===== src/rtl/irq_pkg.sv =====
// Shared definitions for the interrupt controller.
//  - FSM state encoding (IDLE / REQ / SERVICE)
//  - bus field positions for the vector read and the mask command write
//  - mk_vec(): builds the registered read-back vector for a source ID
package irq_pkg;

  localparam int IRQ_ID_W      = 4;
  localparam int VEC_VALID_BIT = 15;
  localparam int CMD_MASK_BIT  = 15;

  localparam logic [1:0] ST_IDLE    = 2'd0;
  localparam logic [1:0] ST_REQ     = 2'd1;
  localparam logic [1:0] ST_SERVICE = 2'd2;

  // The valid bit marks a real vector; an all-zero read means "nothing to service".
  function automatic logic [15:0] mk_vec(input logic [IRQ_ID_W-1:0] id);
    logic [15:0] v;
    v                 = '0;
    v[VEC_VALID_BIT]  = 1'b1;
    v[IRQ_ID_W-1:0]   = id;
    return v;
  endfunction

endpackage


===== src/rtl/irq_prio_enc.sv =====
// Fixed-priority encoder: the lowest set index wins.
// Ports:
//  req  in  NUM_IRQ   request vector (already masked)
//  any  out 1         at least one request set
//  id   out IRQ_ID_W  index of the lowest set request (0 when none)
module irq_prio_enc
  import irq_pkg::*;
#(
  parameter int NUM_IRQ = 8
) (
  input  logic [NUM_IRQ-1:0]  req,
  output logic                any,
  output logic [IRQ_ID_W-1:0] id
);

  // Scan from the top so the last hit, i.e. the lowest index, is what remains.
  always_comb begin
    any = |req;
    id  = '0;
    for (int i = NUM_IRQ - 1; i >= 0; i--) begin
      if (req[i]) id = IRQ_ID_W'(i);
    end
  end

endmodule


===== src/rtl/irq_controller.sv =====
// Interrupt controller: latches rising edges of peripheral request lines,
// selects one by fixed priority (index 0 highest), raises a single CPU
// interrupt, returns the source ID on a bus read and, on an acknowledge
// write, pulses that source's ack_out line for one cycle.
// Optional build macro IRQ_MASK_EN: adds a writable enable mask (a write with
// in_bus[15]=1 loads the mask); without it every source is always enabled.
// Ports:
//  clk        in   1        system clock
//  rst        in   1        synchronous active-high reset
//  read       in   1        bus read strobe
//  write      in   1        bus write strobe
//  in_bus     in   16       bus write data
//  irq_in     in   NUM_IRQ  level requests, held until acked
//  out_bus    out  16       registered read data
//  interrupt  out  1        registered interrupt to the CPU
//  ack_out    out  NUM_IRQ  one-cycle acknowledge pulse per source
module irq_controller
  import irq_pkg::*;
#(
  parameter int NUM_IRQ = 8
) (
  input  logic               clk,
  input  logic               rst,
  input  logic               read,
  input  logic               write,
  input  logic [15:0]        in_bus,
  input  logic [NUM_IRQ-1:0] irq_in,
  output logic [15:0]        out_bus,
  output logic               interrupt,
  output logic [NUM_IRQ-1:0] ack_out
);

  logic [NUM_IRQ-1:0]  irq_d, pending, mask, set_v, clr_v;
  logic [1:0]          state;
  logic [IRQ_ID_W-1:0] cur_id, elig_id;
  logic                elig_any;
  logic                wr_ok, ack_cmd, do_ack;
  logic                unused_bus;

  // A read in the same cycle as a write takes precedence; the write is dropped.
  assign wr_ok   = write & ~read;
  assign ack_cmd = wr_ok & ~in_bus[CMD_MASK_BIT];
  assign do_ack  = (state == ST_SERVICE) & ack_cmd;

  assign set_v = irq_in & ~irq_d;
  assign clr_v = do_ack ? (NUM_IRQ'(1) << cur_id) : '0;

  assign unused_bus = ^in_bus;

`ifdef IRQ_MASK_EN
  // Mask only gates eligibility; masked edges still land in pending.
  always_ff @(posedge clk) begin
    if (rst)                              mask <= '1;
    else if (wr_ok & in_bus[CMD_MASK_BIT]) mask <= in_bus[NUM_IRQ-1:0];
  end
`else
  assign mask = '1;
`endif

  irq_prio_enc #(.NUM_IRQ(NUM_IRQ)) u_enc (
    .req (pending & mask),
    .any (elig_any),
    .id  (elig_id)
  );

  always_ff @(posedge clk) begin
    if (rst) begin
      irq_d     <= '0;
      pending   <= '0;
      state     <= ST_IDLE;
      cur_id    <= '0;
      interrupt <= 1'b0;
      out_bus   <= '0;
      ack_out   <= '0;
    end else begin
      irq_d   <= irq_in;
      // New edge beats a same-cycle acknowledge of the same bit.
      pending <= (pending & ~clr_v) | set_v;
      ack_out <= clr_v;

      if (read) out_bus <= (state == ST_REQ) ? mk_vec(cur_id) : 16'h0000;

      case (state)
        ST_IDLE: begin
          if (elig_any) begin
            cur_id    <= elig_id;
            interrupt <= 1'b1;
            state     <= ST_REQ;
          end
        end
        // cur_id stays frozen here so the vector matches what was raised.
        ST_REQ: begin
          if (read) begin
            interrupt <= 1'b0;
            state     <= ST_SERVICE;
          end
        end
        ST_SERVICE: begin
          if (ack_cmd) state <= ST_IDLE;
        end
        default: state <= ST_IDLE;
      endcase
    end
  end

endmodule


===== config.mk =====
export PLATFORM = sky130hd
export DESIGN_NAME = irq_controller
export DESIGN_NICKNAME = d
export VERILOG_FILES = /design/src/rtl/irq_pkg.sv /design/src/rtl/irq_prio_enc.sv /design/src/rtl/irq_controller.sv
export SDC_FILE = /design/constraint.sdc
export NUM_CORES = 1
export LEC_CHECK = 0
export ABC_AREA = 0
export CORE_UTILIZATION = 38
export DETAILED_ROUTE_END_ITERATION = 6
export GPL_ROUTABILITY_DRIVEN = 0
export PLACE_DENSITY = 0.75
export SYNTH_ARGS = -nofsm -noshare
export SYNTH_HDL_FRONTEND = slang
export SYNTH_SLANG_ARGS = --single-unit

===== constraint.sdc =====
create_clock -name clk -period 1.5 [get_ports clk]
set_input_delay 0.375 -clock clk [delete_from_list [all_inputs] [get_ports clk]]
set_output_delay 0.375 -clock clk [all_outputs]
set_load 0.05 [all_outputs]

==> flow_summary_export.csv, run 1 <==
group,metric,value,unit
outcome,status,"completed",
route,wl_per_cell,11.49,um
sta,fmax,705.7,MHz
layout,diodes,0,
route,firstDrtPassIters,4,
synthesis,async_reset_ff_share,0,%
synthesis,synthXorXnorAreaFrac,0,%
die,io_pins,53,
synthesis,ys_seq_area_share,52.01,%
synthesis,ys_warn_count,0,
layout,finalInstanceArea,0.001868,sq mm
setup_path,required,1.73,ns
clock_network,clk_pin_slew,0.10,ns
route,ant_nets,0,
placement,placed_area,0.001782,sq mm
layout,nFillCells,291,
die,dieWidth,60.69,um
synthesis,synth-seq-cells,34,
sta,min_period,1.417,ns
synthesis,synth_top_area_share,52.01,%
pwr,powerDensity,998.1,mW/mm^2
synthesis,netlist_top_cells_area,"dfxtp_1, nand2b_1, buf_4, a21oi_1, nor2b_1",
sta,period_share,94.47,%
run,max_cap_viol_count,0,
grt,grt_pass1_wl,4188,um
sta,final_max_slew_viol_count,0,
setup_path,arrival,1.65,ns
synthesis,synth_adder_area_share,0,%
route,drc,0,
grt,grt_pass1_vias,969,
grt,grt_overflow,0,
synthesis,yosysTopAreaCell,"dfxtp_1",
hold_path,holdCritPathClass,"flip-flop to flip-flop",
sta,setup_slack,0.08295,ns
setup_path,critPathKind,"flip-flop to flip-flop",
synthesis,synth_cell_type_count,26,
sta,final-hold-violation-count,0,
setup_path,critPathLaunchType,"flip-flop",
die,coreArea,0.003153,sq mm
pwr,leakagePower,0.7471,nW
clock_network,clockBufferDepth,2,
synthesis,syn_inst,144,
synthesis,synth_top_family_by_area,"simple AND/OR/NAND/NOR gates",
placement,port_buffers,25,
synthesis,yosys.area_share.simple,25.53,%
synthesis,synth_flop_cell,"dfxtp_1",
sta,rsz0062_at_grt,"no",
synthesis,synth_mux_area_share,0,%
grt,grt_max_degree,17,
sta,skew,0.006702,ns
placement,dp_hpwl,1950,um
synthesis,synth_common_cells,"dfxtp_1, a21oi_1, nand2b_1, buf_4",
route,vias,1119,
setup_path,cp_cell_sequence,"nor3b_2, or4b_4, o21ai_1, a21oi_1",
layout,drive_gt1_share,21.62,%
synthesis,synth.most_common_cell,"dfxtp_1",
synthesis,synth_edf_count,0,
route,wl,2632,um
setup_path,critPathCaptureType,"flip-flop",
placement,place_ws,-0.4002,ns
route,drt_iter0_markers,36,
clock_network,cts_sinks,34,
clock_network,clock_latency,0.34,ns
setup_path,max_stage_delay,0.52,ns
route,avgViaCountPerCell,4.886,
layout,multiInputGateArea,571.8,sq um
clock_network,cts_setup_buffers,0,
synthesis,syn_area_per_cell,9.089,sq um
sta,setup_viol,0,
die,die-area,0.003683,sq mm
die,rows,20,
grt,antenna_found_initial,0,
die,initial_core_util,41.51,%
synthesis,syn_area,0.001309,sq mm
die,dieHeight,60.69,um
clock_network,cts-root-buf,"clkbuf_4",
layout,seq_area,680.7,sq um
layout,syn_to_final_growth,42.73,%
clock_network,cts_max_level,2,
clock_network,numCtsBuffers,5,
layout,nets,212,
synthesis,synth-compound-area-share,13.00,%
grt,grt.total_usage,16.42,%
setup_path,worstPathMaxFanout,4,
pwr,vdd_drop_max,0.7011,mV
setup_path,slowest_stage,"or4b_4",
clock_network,cts_tree,"built",
## placed cells by master (no fill, tap or decap)
cell type / synthesis / routed
nor3b_2: 1 / 1
nand4b_1: 2 / 2
clkbuf_4: 0 / 5
o21ai_0: 7 / 7
a2111oi_0: 1 / 1
clkinv_2: 0 / 1
o311ai_0: 1 / 1
nor4_2: 0 / 1
and2b_1: 1 / 1
nor2b_1: 10 / 10
nor3_1: 8 / 8
dfxtp_1: 34 / 34
nand3_1: 3 / 3
nand2_1: 4 / 4
dlymetal6s2s_1: 0 / 2
nand2b_1: 15 / 14
conb_1: 1 / 12
a21oi_1: 17 / 17
a211oi_2: 0 / 1
inv_1: 3 / 3
clkbuf_1: 4 / 1
o21ai_2: 0 / 1
o22ai_1: 1 / 1
o21ai_1: 2 / 1
or4b_4: 1 / 1
nor4_1: 2 / 1
dlygate4sd2_1: 0 / 1
clkbuf_8: 0 / 1
nand4_1: 1 / 1
clkdlybuf4s50_1: 0 / 9
buf_4: 12 / 14
nor2_1: 10 / 10
nand2b_4: 0 / 1
buf_12: 0 / 13
o31a_1: 1 / 1
## registers in the layout, indices dropped and copies added (netlist names)
register	cells
irq_d	8
pending	8
interrupt	1
out_bus	4
state	2
ack_out	8
cur_id	3
## per-stage QoR
stage / setup TNS [ns] / power [mW] / util [%] / instances / hold slack (ns)
floorplan: 0 / 1.246 / - / 155 / 0.4625
global placement: -3.676 / 1.340 / 56.51 / 221 / 0.4721
detailed placement: -4.229 / 1.353 / 56.51 / 221 / 0.4725
CTS: 0 / 1.878 / 58.53 / 229 / 0.4916
global route: 0 / 1.947 / 59.25 / 229 / 0.4974
finish: 0 / 1.865 / 59.25 / 229 / 0.4908
## worst paths after layout
kind / from / end / slack, ns / cells after the start
min reg2reg: irq_d[2] / pending[2] / 0.49 / 2
max reg2reg: state[0] / pending[1] / 0.08 / 4
max: state[0] / pending[1] / 0.08 / 4
min: irq_d[2] / pending[2] / 0.49 / 2
## worst max-delay path: cells and delay by family, from the launching register on
kind             cells  cell delay, ns
AND/OR/NAND/NOR      2            0.74
AO/OA/AOI/OAI        2            0.21
flip-flops           1            0.36
## cell type report
cell class	instances	area share [%]
flip-flops and latches	34	36.44
repair buffers	39	26.19
clock buffers	7	2.947
multi-input cells	101	30.61
well taps	44	2.947
clock inverters	1	0.2679
inverters	3	0.6028
## what timing repair did
item,CTS,global route
pin swaps,2,2
hold buffers,0,0
resized for setup,2,5
setup endpoints to repair,3,4
## power by group
part	switching [mW]	internal, mW	leakage (nW)
clock	0.294	0.227	0.0353
sequential	0.0515	0.953	0.280
combinational	0.196	0.143	0.432
total	0.541	1.32	0.747
## kinds of logic (layout without fill, tap and decap cells)
logic type             after synthesis  count (layout)
AND/OR/NAND/NOR                     58              58
flip-flops                          34              34
AO/OA/AOI/OAI                       31              31
buffers and inverters               20              50
other                                1              12
## routing by layer
layer | wire length, um | track usage [%] | vias to the layer above
li1 | - | - | 551
met1 | 1047 | 16.64 | 510
met2 | 1334 | 27.63 | 51
met3 | 179 | 7.463 | 7
met4 | 71 | 10.06 | 0
met5 | 0 | 0 | -
No activity file was read; power rests on OpenSTA's default activity.
==> inputs of run 2 (changes only) <==
--- a/config.mk
+++ b/config.mk
@@ -5,7 +5,6 @@
 export SDC_FILE = /design/constraint.sdc
 export NUM_CORES = 1
 export LEC_CHECK = 0
-export ABC_AREA = 0
 export CORE_UTILIZATION = 38
 export DETAILED_ROUTE_END_ITERATION = 6
 export GPL_ROUTABILITY_DRIVEN = 0
==> results of run 2 <==
Final layout, timing and power as in run 1 (identical DEF).
